## src/rtl/uart_mmio_host.sv

```systemverilog
// uart_mmio_host: drives a memory-mapped UART peripheral over a simple
// strobe bus. Each bus access is one select cycle followed by one idle
// cycle in which read data is captured. All outputs are registered.
module uart_mmio_host #(
  parameter logic [31:0] TX_TIMEOUT = 32'd1_000_000
) (
  input  logic        clk,
  input  logic        rst,
  input  logic [31:0] cfg_byte_rate,
  input  logic        cfg_load,
  input  logic        tx_valid,
  input  logic [7:0]  tx_byte,
  output logic        tx_ready,
  output logic        rx_valid,
  output logic [7:0]  rx_byte,
  output logic        rx_parity_err,
  output logic        tx_timeout,
  output logic        bus_select,
  output logic        bus_write,
  output logic [31:0] bus_addr,
  output logic [31:0] bus_wdata,
  input  logic [31:0] bus_rdata
);

  typedef enum logic [3:0] {
    CFG_RATE  = 4'd0,  CFG_SETUP = 4'd1,  IDLE      = 4'd2,
    TX_DATA   = 4'd3,  TX_GO     = 4'd4,  TX_POLL   = 4'd5,
    TX_CLR    = 4'd6,  RX_FLAGS  = 4'd7,  RX_DATA   = 4'd8,
    RX_CLR    = 4'd9,  RX_REL    = 4'd10
  } state_t;

  // ARM only occurs after reset or when a timeout lands on a select cycle:
  // it is a select-low cycle that precedes the state's own select cycle.
  typedef enum logic [1:0] {
    PH_ARM = 2'd0, PH_SEL = 2'd1, PH_CAP = 2'd2
  } phase_t;

  state_t      r_state, w_state_nxt;
  phase_t      r_phase, w_phase_nxt;
  logic [31:0] r_poll_cnt;
  logic        r_cfg_pend, w_cfg_pend_nxt;
  logic        r_tx_pend, w_tx_pend_nxt;
  logic [7:0]  r_tx_byte, w_tx_byte_nxt;
  logic        r_rx_turn, w_rx_turn_nxt;
  logic        r_rx_par, w_rx_par_nxt;
  logic        r_tx_timeout, w_timeout_nxt;
  logic        r_tx_ready, w_ready_nxt;
  logic        r_rx_valid, w_rx_valid_nxt;
  logic [7:0]  r_rx_byte;
  logic        r_rx_perr;
  logic        r_bus_select, w_sel_nxt;
  logic        r_bus_write, w_write_nxt;
  logic [31:0] r_bus_addr, w_addr_nxt;
  logic [31:0] r_bus_wdata, w_wdata_nxt;
  logic        w_accept, w_cfg_take, w_tx_take;
  logic        w_unused_rdata;

  assign w_unused_rdata = ^bus_rdata[31:8];
  assign w_accept       = tx_valid && r_tx_ready;

  // Next-state, handshake bookkeeping and next bus drive values.
  always_comb begin
    w_state_nxt    = r_state;
    w_phase_nxt    = r_phase;
    w_timeout_nxt  = r_tx_timeout;
    w_rx_par_nxt   = r_rx_par;
    w_rx_turn_nxt  = r_rx_turn;
    w_rx_valid_nxt = 1'b0;
    w_cfg_take     = 1'b0;
    w_tx_take      = 1'b0;
    w_tx_byte_nxt  = w_accept ? tx_byte : r_tx_byte;
    case (r_state)
      IDLE: begin
        if (r_cfg_pend || cfg_load) begin
          w_state_nxt = CFG_RATE;
          w_phase_nxt = PH_SEL;
          w_cfg_take  = 1'b1;
        end else begin
          w_rx_turn_nxt = !r_rx_turn;
          if (r_rx_turn) begin
            w_state_nxt = RX_FLAGS;
            w_phase_nxt = PH_SEL;
          end else if (r_tx_pend || w_accept) begin
            w_state_nxt = TX_DATA;
            w_phase_nxt = PH_SEL;
            w_tx_take   = 1'b1;
          end else begin
            w_state_nxt = IDLE;
          end
        end
      end
      default: begin
        if (r_phase == PH_ARM) begin
          w_phase_nxt = PH_SEL;
        end else if (r_phase == PH_SEL) begin
          w_phase_nxt = PH_CAP;
        end else begin
          w_phase_nxt = PH_SEL;
          case (r_state)
            CFG_RATE:  w_state_nxt = CFG_SETUP;
            CFG_SETUP: w_state_nxt = IDLE;
            TX_DATA:   w_state_nxt = TX_GO;
            TX_GO:     w_state_nxt = TX_POLL;
            TX_POLL:   w_state_nxt = bus_rdata[0] ? TX_CLR : TX_POLL;
            TX_CLR:    w_state_nxt = IDLE;
            RX_FLAGS: begin
              if (bus_rdata[1]) begin
                w_state_nxt  = RX_DATA;
                w_rx_par_nxt = bus_rdata[2];
              end else begin
                w_state_nxt = IDLE;
              end
            end
            RX_DATA: begin
              w_state_nxt    = RX_CLR;
              w_rx_valid_nxt = 1'b1;
            end
            RX_CLR:    w_state_nxt = RX_REL;
            RX_REL:    w_state_nxt = IDLE;
            default:   w_state_nxt = CFG_RATE;
          endcase
        end
        // A completed poll wins over an expiring budget in the same cycle.
        if ((r_state == TX_POLL) && (r_poll_cnt == TX_TIMEOUT - 32'd1) &&
            !((r_phase == PH_CAP) && bus_rdata[0])) begin
          w_timeout_nxt = 1'b1;
          w_state_nxt   = TX_CLR;
          w_phase_nxt   = (r_phase == PH_SEL) ? PH_ARM : PH_SEL;
        end else begin
          w_timeout_nxt = r_tx_timeout;
        end
      end
    endcase

    w_cfg_pend_nxt = w_cfg_take ? 1'b0 : (r_cfg_pend || cfg_load);
    w_tx_pend_nxt  = w_tx_take  ? 1'b0 : (r_tx_pend || w_accept);
    w_ready_nxt    = (w_state_nxt == IDLE) && !w_timeout_nxt &&
                     !w_tx_pend_nxt && !w_cfg_pend_nxt;

    w_sel_nxt   = (w_state_nxt != IDLE) && (w_phase_nxt == PH_SEL);
    w_write_nxt = 1'b0;
    w_addr_nxt  = 32'd0;
    w_wdata_nxt = 32'd0;
    if (w_sel_nxt) begin
      case (w_state_nxt)
        CFG_RATE:  begin w_write_nxt = 1'b1; w_addr_nxt = 32'd4; w_wdata_nxt = cfg_byte_rate; end
        CFG_SETUP: begin w_write_nxt = 1'b1; w_addr_nxt = 32'd0; w_wdata_nxt = 32'd0; end
        TX_DATA:   begin w_write_nxt = 1'b1; w_addr_nxt = 32'd2; w_wdata_nxt = {24'd0, w_tx_byte_nxt}; end
        TX_GO:     begin w_write_nxt = 1'b1; w_addr_nxt = 32'd0; w_wdata_nxt = 32'd1; end
        TX_POLL:   begin w_write_nxt = 1'b0; w_addr_nxt = 32'd1; w_wdata_nxt = 32'd0; end
        TX_CLR:    begin w_write_nxt = 1'b1; w_addr_nxt = 32'd0; w_wdata_nxt = 32'd0; end
        RX_FLAGS:  begin w_write_nxt = 1'b0; w_addr_nxt = 32'd1; w_wdata_nxt = 32'd0; end
        RX_DATA:   begin w_write_nxt = 1'b0; w_addr_nxt = 32'd3; w_wdata_nxt = 32'd0; end
        RX_CLR:    begin w_write_nxt = 1'b1; w_addr_nxt = 32'd0; w_wdata_nxt = 32'd8; end
        RX_REL:    begin w_write_nxt = 1'b1; w_addr_nxt = 32'd0; w_wdata_nxt = 32'd0; end
        default:   begin w_write_nxt = 1'b0; w_addr_nxt = 32'd0; w_wdata_nxt = 32'd0; end
      endcase
    end else begin
      w_write_nxt = 1'b0;
      w_addr_nxt  = 32'd0;
      w_wdata_nxt = 32'd0;
    end
  end

  // State, bookkeeping and registered outputs; reset abandons any access.
  always_ff @(posedge clk or negedge rst) begin
    if (!rst) begin
      r_state      <= CFG_RATE;
      r_phase      <= PH_ARM;
      r_poll_cnt   <= 32'd0;
      r_cfg_pend   <= 1'b0;
      r_tx_pend    <= 1'b0;
      r_tx_byte    <= 8'd0;
      r_rx_turn    <= 1'b0;
      r_rx_par     <= 1'b0;
      r_tx_timeout <= 1'b0;
      r_tx_ready   <= 1'b0;
      r_rx_valid   <= 1'b0;
      r_rx_byte    <= 8'd0;
      r_rx_perr    <= 1'b0;
      r_bus_select <= 1'b0;
      r_bus_write  <= 1'b0;
      r_bus_addr   <= 32'd0;
      r_bus_wdata  <= 32'd0;
    end else begin
      r_state      <= w_state_nxt;
      r_phase      <= w_phase_nxt;
      r_poll_cnt   <= (r_state == TX_POLL) ? (r_poll_cnt + 32'd1) : 32'd0;
      r_cfg_pend   <= w_cfg_pend_nxt;
      r_tx_pend    <= w_tx_pend_nxt;
      r_tx_byte    <= w_tx_byte_nxt;
      r_rx_turn    <= w_rx_turn_nxt;
      r_rx_par     <= w_rx_par_nxt;
      r_tx_timeout <= w_timeout_nxt;
      r_tx_ready   <= w_ready_nxt;
      r_rx_valid   <= w_rx_valid_nxt;
      r_rx_byte    <= w_rx_valid_nxt ? bus_rdata[7:0] : r_rx_byte;
      r_rx_perr    <= w_rx_valid_nxt ? r_rx_par : r_rx_perr;
      r_bus_select <= w_sel_nxt;
      r_bus_write  <= w_write_nxt;
      r_bus_addr   <= w_addr_nxt;
      r_bus_wdata  <= w_wdata_nxt;
    end
  end

  assign tx_ready      = r_tx_ready;
  assign rx_valid      = r_rx_valid;
  assign rx_byte       = r_rx_byte;
  assign rx_parity_err = r_rx_perr;
  assign tx_timeout    = r_tx_timeout;
  assign bus_select    = r_bus_select;
  assign bus_write     = r_bus_write;
  assign bus_addr      = r_bus_addr;
  assign bus_wdata     = r_bus_wdata;

endmodule

```

## config.mk

```make
export PLATFORM = sky130hd
export DESIGN_NAME = uart_mmio_host
export DESIGN_NICKNAME = d
export VERILOG_FILES = /design/src/rtl/uart_mmio_host.sv
export SDC_FILE = /design/constraint.sdc
export NUM_CORES = 1
export LEC_CHECK = 0
export ABC_AREA = 1
export BUFFER_PORTS_ARGS = -buffer_cell sky130_fd_sc_hd__buf_2
export CORE_ASPECT_RATIO = 0.7
export CORE_MARGIN = 4
export CORE_UTILIZATION = 25
export DETAILED_ROUTE_END_ITERATION = 7
export PLACE_DENSITY_LB_ADDON = 0.25
export REMOVE_ABC_BUFFERS = 1
export SLEW_MARGIN = 15
export SYNTH_ARGS = -nofsm -noshare
export SYNTH_HDL_FRONTEND = slang
export SYNTH_SLANG_ARGS = --single-unit
```

## constraint.sdc

```tcl
create_clock -name clk -period 2.5 [get_ports clk]
set_clock_uncertainty 0.05 [all_clocks]
set_input_delay 0.5 -clock clk [delete_from_list [all_inputs] [get_ports clk]]
set_output_delay 0.5 -clock clk [all_outputs]
set_load 0.02 [all_outputs]
```

# Yosys cells after proc, flatten, opt, wreduce, memory -nomap -nowiden
# Index checks and enable logic that the tools add are counted.
[totals] regBits=128 inputBits=76 output_inout_bits=78 word_cells=110
[op_classes] addsub=1 eq_ne=25 mux=40 bitwise_logic=4 reduce_logical=23
[ops] cell="one-hot mux 32 bit (4 select lines)" n=1
[ops] cell="2-to-1 mux 32 bit" n=3
[ops] cell="adder 32 x 1 -> 32 bit (second input constant)" n=1
[ops] cell="equality test 32 x 20 -> 1 bit (second input constant)" n=1
[ops] cell="equality test 4 x 3 -> 1 bit (second input constant)" n=8
[ops] cell="one-hot mux 4 bit (8 select lines)" n=1
[ops] cell="equality test 4 bit (second input constant)" n=6
[ops] cell="2-to-1 mux 4 bit" n=5
[ops] cell="2-to-1 mux 1 bit" n=18
[ops] cell="equality test 4 x 2 -> 1 bit (second input constant)" n=4
[ops] cell="2-to-1 mux 2 bit" n=8
[ops] cell="one-hot mux 3 bit (4 select lines)" n=1
[ops] cell="equality test 4 x 1 -> 1 bit (second input constant)" n=2
[ops] cell="logical AND 1 bit" n=8
[ops] cell="zero test 4 bit" n=2
[ops] cell="2-to-1 mux 8 bit" n=1
[ops] cell="OR reduction 7 bit" n=1
[ops] cell="2-to-1 mux 3 bit" n=2
[ops] cell="zero test 1 bit" n=5
[ops] cell="AND reduction 5 bit" n=1
[ops] cell="equality test 2 x 1 -> 1 bit (second input constant)" n=2
[ops] cell="inequality test 4 x 2 -> 1 bit (second input constant)" n=1
[ops] cell="inverter 1 bit" n=4
[ops] cell="OR reduction 3 bit" n=1
[ops] cell="5 further kinds" n=6

# Depth between registers and ports, before layout
# Gate-level depths: netlist (run 1).
[logic_depth] word_depth=11 mapped_depth=16 depth_no_buf=16

# Worst setup path before layout (run 1)
# Ideal clock, no wire load.
[synth_timing] path_kind="register -> register" start="register r_poll_cnt[0]" end="register r_bus_addr[0], in the netlist bus_addr[0]" setup_time_ns=0.122 arrival_ns=1.736 t_required_ns=2.328 path_slack_ns=0.592 path_stages_with_launch=16 path_buffers=1 synth_period_minus_slack_ns=1.908 cell_sequence="dfrtp_1 ha_1 nand2_1 nor2_1 nand2_1 inv_1 nand2_1 nor2_1 nand3_2 nand3_2 nand2_4 nor2_4 nand2_4 nand2_8 buf_8 a21oi_1"
[synth_between] elab_chain_len=9 elab_cells_between_ends=18 classes_between="7 x eq/ne; 6 x mux; 5 x reduce/logical"
[synth_rtl] item="start: declaration" line_no="40" rtl="logic [31:0] r_poll_cnt;"
[synth_rtl] item="start signal: assignment" line_no="188" rtl="r_poll_cnt <= (r_state == TX_POLL) ? (r_poll_cnt + 32'd1) : 32'd0;"
[synth_rtl] item="equality test 32 x 20 -> 1 bit *" line_no="124" rtl="if ((r_state == TX_POLL) && (r_poll_cnt == TX_TIMEOUT - 32'd1) &&"
[synth_rtl] item="logical AND 1 bit * (2 in series)" line_no="124"
[synth_rtl] item="2-to-1 mux 4 bit" line_no="124"
[synth_rtl] item="2-to-1 mux 4 bit" line_no="72" rtl="case (r_state)"
[synth_rtl] item="equality test 4 x 3 -> 1 bit" line_no="145" rtl="case (w_state_nxt)"
[synth_rtl] item="OR reduction 2 bit (no source line)"
[synth_rtl] item="one-hot mux 3 bit (4 select lines)" line_no="145"
[synth_rtl] item="2-to-1 mux 32 bit *" line_no="144" rtl="if (w_sel_nxt) begin"
[synth_rtl] item="via w_addr_nxt[0]" line_no="53" rtl="logic [31:0] r_bus_addr, w_addr_nxt;"
[synth_rtl] item="end signal: assignment" line_no="201" rtl="r_bus_addr <= w_addr_nxt;"
[synth_rtl] item="end: declaration" line_no="53"
# The timed path passes the listed nets; every way through them passes the cells marked *.
# A chain may end at the register's enable or synchronous reset.

# Worst setup path after layout (run 1)
[layout_timing] start="register r_poll_cnt[0]" end="register r_poll_cnt[28]"
[layout_between] elab_chain_len=2
[layout_rtl] item="adder 32 x 1 -> 32 bit" line_no="188"
[layout_rtl] item="2-to-1 mux 32 bit" line_no="188"
# Every way passes these cells.

==> results of run 1 <==
synth_stat cells, types with 3 or more instances:
| cell type | instances | share of area |
|---|---|---|
| buf_6 | 3 | 0.0069 |
| buf_4 | 31 | 0.048 |
| nor3_1 | 19 | 0.019 |
| nand2_4 | 5 | 0.012 |
| xor2_1 | 5 | 0.0090 |
| nand2_2 | 8 | 0.010 |
| dfrtp_1 | 99 | 0.51 |
| a21oi_1 | 23 | 0.024 |
| nor2_1 | 92 | 0.071 |
| nand4_1 | 8 | 0.010 |
| nand3_1 | 29 | 0.030 |
| nor2_4 | 5 | 0.012 |
| nor4_1 | 4 | 0.0051 |
| inv_2 | 8 | 0.0062 |
| a21oi_2 | 6 | 0.011 |
| inv_1 | 43 | 0.033 |
| o21ai_0 | 16 | 0.016 |
| nand2_1 | 143 | 0.11 |
| nand3_2 | 3 | 0.0062 |
| and3_1 | 3 | 0.0038 |
stage by stage:
step,total power [mW],instances,hold slack [ns]
detailed placement,3.81,947,0.413
global route,5.52,965,0.131
CTS,5.15,963,0.106
floorplan,3.19,572,0.154
global placement,3.82,947,0.411
finish,5.16,965,0.0880
cells by family (layout without fill, tap and decap cells):
kind of cell	Yosys count	in the layout
DFF	99	99
AOI/OAI and AO/OA	57	57
other	1	29
and+or+nand+nor	326	328
adders and majority gates	1	1
buffers and inverters	94	182
xor gates and xnor gates	5	5
report_power, final:
part           internal (mW)  leakage [nW]  switching (mW)  total [mW]
logic                  0.555          1.47            1.38        1.93
clock network          0.707         0.132           0.617        1.32
registers               1.80          1.30           0.101        1.90
total                   3.06          2.91            2.10        5.16
flip-flops by register name, summed over array words and instances, names as in the netlist:
register       flops
bus_wdata         32
r_poll_cnt        32
r_tx_byte          8
rx_byte            8
r_state            4
bus_addr           3
r_phase            2
bus_select         1
bus_write          1
r_cfg_pend         1
r_rx_par           1
r_rx_turn          1
r_tx_pend          1
rx_parity_err      1
rx_valid           1
tx_ready           1
tx_timeout         1
cell type report:
type	instances	share of cell area
Tap cell	264	0.0556
Multi-Input combinational cell	420	0.343
Inverter	55	0.0352
Timing Repair Buffer	111	0.103
Sequential cell	99	0.417
Clock inverter	5	0.00632
Clock buffer	11	0.0408
what timing repair did:
item                                    4_1_cts  5_1_grt
endpoints found under the setup margin        0       38
resized for setup                             0        3
setup buffers                                 0        0
routing by layer:
metal  up-vias  routed length (µm)  part of all wire
met5         -                  20            0.0016
met4         2                 128             0.010
met3        13                 590             0.047
met2        89                5120              0.40
met1      1830                6800              0.54
li1       2029                   -                 -
worst min-delay path by stage:
| stage | slack (ns) | depth (start not counted) | to | startpoint |
|---|---|---|---|---|
| final | 0.09 | 1 | r_poll_cnt[29] | rst |
| after global routing | 0.13 | 1 | r_poll_cnt[29] | rst |
| after CTS | 0.11 | 1 | r_poll_cnt[29] | rst |
| after detailed placement | 0.41 | 1 | r_poll_cnt[0] | r_poll_cnt[0] |
| after global placement | 0.41 | 2 | rx_byte[4] | rx_byte[4] |
| after floorplan | 0.15 | 0 | bus_addr[0] | rst |
==> flow_summary.json, run 1 <==
{
  "outcome": "complete, no violations",
  "dpl_worst_slack_ns": 0.197,
  "rsz0062_at_grt": "no",
  "drt-pass1-iter-count": 4,
  "multi_input_area_um2": 2040,
  "critPathKind": "reg2reg",
  "fin_ws_ns": 0.275,
  "utilization": 0.312,
  "hold_buffers": 0,
  "grt.busiest_layer": "met1",
  "wl_per_cell_um": 13.1,
  "synth_compound_area_frac": 0.0734,
  "synth_adder_area_share": 0.00256,
  "yosysWarningCount": 0,
  "seqCellArea_um2": 2480,
  "crit_path_frequent_cell": "nand2_1",
  "grt_use_total": 0.116,
  "worst_ir_drop_vdd_v": 0.000391,
  "synth_enable_flop_cells": 0,
  "cts_root_buf": "clkbuf_16",
  "period_minus_slack_ns": 2.22,
  "post-route-period-util": 0.890,
  "diodes": 0,
  "rr_worst_depth": 13,
  "cts_tree": "done",
  "cts_buffers": 9,
  "place_congestion": 0.855,
  "power_density_nw_per_um2": 868,
  "synth-simple-area-share": 0.303,
  "clk_latency_ns": 0.34,
  "rows": 42,
  "endpoint": "r_poll_cnt[28]",
  "cts.sinks": 99,
  "syn-mean-instance-area_um2": 8.37,
  "io_pins": 154,
  "viasPerCell": 4.11,
  "placed_area_um2": 5630,
  "setup_viol": 0,
  "cap_violations": 0,
  "vias": 3963,
  "synthXorXnorAreaFrac": 0.00898,
  "hold_viol": 0,
  "crit_buf_inv": 1,
  "final_common_cell": "nand2_1",
  "regToRegSetupSlack_ns": 0.28,
  "synthMuxAreaShare": 0,
  "grt_pass1_vias": 3827,
  "ant_nets": 0,
  "synth-seq-area-share": 0.508,
  "regToRegStartpoint": "r_poll_cnt[0]",
  "cp.depth": 13,
  "critical_path.max_stage_delay_ns": 0.37,
  "core_area_um2": 19000,
  "hpwl_mm": 9.43,
  "grt_antenna_before_repair": 1,
  "grt_use_met2": 0.160,
  "fin_area_um2": 5940,
  "crit_start": "r_poll_cnt[0]",
  "synth_cell_type_count": 43,
  "grt_overflow": 0,
  "crit_required_ns": 2.68,
  "async_flop_share": 1.00,
  "maxSlewViolCount": 0,
  "fillers": 2053,
  "io_buffers": 100,
  "slowest_stage": "dfrtp_1",
  "finalNetCount": 773,
  "synth_area_um2": 4880,
  "cts.path.max_buffers": 2,
  "tns_ns": 0,
  "cp_cell_sequence": "ha_1 -> nand2_1 -> nor2_2 -> nand2_1 -> nor3_2 -> nand2_1 -> nor2_2 -> nand2_1 -> inv_1 -> nand2_1 -> nor2_1 -> and3_1 -> nor3_2",
  "dieWidth_um": 175,
  "dieHeight_um": 125,
  "start_kind": "register",
  "worst_setup_path_end_kind": "register",
  "hold_path.class": "in2async",
  "arrival_ns": 2.40,
  "drtIter0Drc": 275,
  "r2r_end": "r_poll_cnt[28]",
  "area_delta_synth_final_pct": 21.8,
  "layout_common_cells": "nand2_1 (143), dfrtp_1 (99), buf_2 (99)",
  "synthCells": 583,
  "die-area_um2": 21800,
  "worst_pin_slew_ns": 0.541,
  "grt_use_met1": 0.183,
  "wl_mm": 12.7,
  "crit_family": "simple AND/OR/NAND/NOR gates",
  "crit_fanout": 4,
  "grt_pass1_wl_mm": 20.7,
  "slew_headroom": 0.637,
  "route.detailed.drc": 0,
  "ys_ff_latch": 99,
  "drive_gt1_frac": 0.254,
  "grt_util_met3": 0.0246,
  "synthFlopType": "dfrtp_1",
  "start_util": 0.256,
  "clock.fmax_mhz": 450,
  "h-tree-depth": 3,
  "synth_top_family_by_area": "simple AND/OR/NAND/NOR gates",
  "clk_pin_slew_ns": 0.07,
  "grt_max_degree": 39,
  "power.leakage_nw": 2.91
}
Note: power is estimated with default switching activity, not from simulation.
==> inputs of run 2 (changes only) <==
REMOVE_ABC_BUFFERS = not set   (was 1)
SETUP_SLACK_MARGIN = 0.05   (was not set)
==> run 2 against run 1 <==
  * Via count decreased by 2.5%
  * Routed wire length is 6.0% lower
  * Clock power grew 8%
  * Largest cell class unchanged
  * Worst hold slack got worse by 0.068 ns
==> flow_summary.json, run 2 (synthesis results as in run 1) <==
{
  "grt_use_met1": 0.178,
  "grt_antenna_before_repair": 0,
  "die-area_um2": 21800,
  "period_minus_slack_ns": 2.27,
  "grt.busiest_layer": "met1",
  "cts_root_buf": "clkbuf_16",
  "io_pins": 154,
  "hpwl_mm": 8.96,
  "wl_mm": 11.9,
  "arrival_ns": 2.44,
  "grt_use_total": 0.110,
  "power_mw": 5.19,
  "start_kind": "register",
  "setup_viol": 0,
  "hold_viol": 0,
  "cts.path.max_buffers": 2,
  "cap_violations": 0,
  "core_area_um2": 19000,
  "hold_ws_ns": 0.0201,
  "drt-pass1-iter-count": 4,
  "crit_fanout": 4,
  "h-tree-depth": 3,
  "grt_use_met2": 0.144,
  "clk_pin_slew_ns": 0.07,
  "cts.sinks": 99,
  "power.leakage_nw": 2.91,
  "post-route-period-util": 0.907,
  "rsz0062_at_grt": "no",
  "layout_common_cells": "nand2_1 (143), dfrtp_1 (99), buf_2 (99)",
  "outcome": "complete, no violations",
  "grt_max_degree": 47,
  "cts_setup_buffers": 0,
  "clk_latency_ns": 0.34,
  "worst_ir_drop_vdd_v": 0.000290,
  "worst_setup_path_end_kind": "register",
  "viasPerCell": 4.01,
  "final_common_cell": "nand2_1",
  "dieHeight_um": 125,
  "area_delta_synth_final_pct": 21.7,
  "diodes": 0,
  "route.detailed.drc": 0,
  "ant_nets": 0,
  "dieWidth_um": 175,
  "power_density_nw_per_um2": 875,
  "wl_per_cell_um": 12.4,
  "tns_ns": 0,
  "cts_tree": "done",
  "grt_overflow": 0,
  "crit_required_ns": 2.67,
  "critPathKind": "reg2reg",
  "maxSlewViolCount": 0,
  "hold_buffers": 0,
  "hold_path.class": "in2async",
  "cts_buffers": 9,
  "grt_pass1_vias": 3737,
  "drtIter0Drc": 270,
  "start_util": 0.256,
  "grt_pass1_wl_mm": 19.9,
  "cts_resized": 0,
  "clock.fmax_mhz": 441,
  "drive_gt1_frac": 0.250,
  "place_congestion": 0.823,
  "rows": 42,
  "io_buffers": 100,
  "grt_util_met3": 0.0303,
  "finalNetCount": 771,
  "vias": 3865
}
## run 2: worst max-delay path: stages (launching register included)
cell and delay (ns):
dfrtp_1 0.37, ha_1 0.18, nand2_1 0.08, nor2_2 0.14, nand2_1 0.12, nor3_2 0.17, nand2_1 0.16, nor2_2 0.15
nand2_1 0.07, inv_1 0.09, nand2_1 0.11, nor2_1 0.22, and3_1 0.21, nor3_2 0.04
## run 2: final timing paths
kind,from,cells past startpoint,endpoint,slack (ns)
worst max-delay path,r_poll_cnt[0],13,r_poll_cnt[28],0.23
worst min-delay path,rst,1,r_poll_cnt[15],0.02
worst max register to register,r_poll_cnt[0],13,r_poll_cnt[28],0.23
worst min register to register,r_poll_cnt[0],1,r_poll_cnt[0],0.41
max in group asynchronous,rst,2,bus_wdata[30],1.68
min in group clk,bus_rdata[4],3,rx_byte[4],0.31
## run 2: area by class of cell
cell class                      count  area (µm²)
Clock buffer                       11         243
Clock inverter                      5        60.1
Fill cell                        2089       13100
Inverter                           55         209
Multi-Input combinational cell    419        2010
Sequential cell                    99        2480
Tap cell                          264         330
Timing Repair Buffer              110         603
## run 2: where the power goes
part	total, mW	internal, mW	switching, mW
Clock	1.42	0.810	0.609
Combinational	1.87	0.554	1.32
Sequential	1.90	1.80	0.101
## run 2: through the flow
stage	util	setup WS, ns	instance area, µm²	instances
2_1_floorplan	-	0.592	4980	611
5_1_grt	0.312	0.0469	5940	963
6_report	0.312	0.233	5940	963
3_3_place_gp	0.295	0.207	5620	946
4_1_cts	0.311	0.185	5920	962
3_5_place_dp	0.295	0.210	5620	946
## run 2: layer usage
layer  share of wire  vias up
li1                -     2018
met1            0.55     1746
met2            0.38       92
met3           0.063        9
met4          0.0069        0
met5               0        -
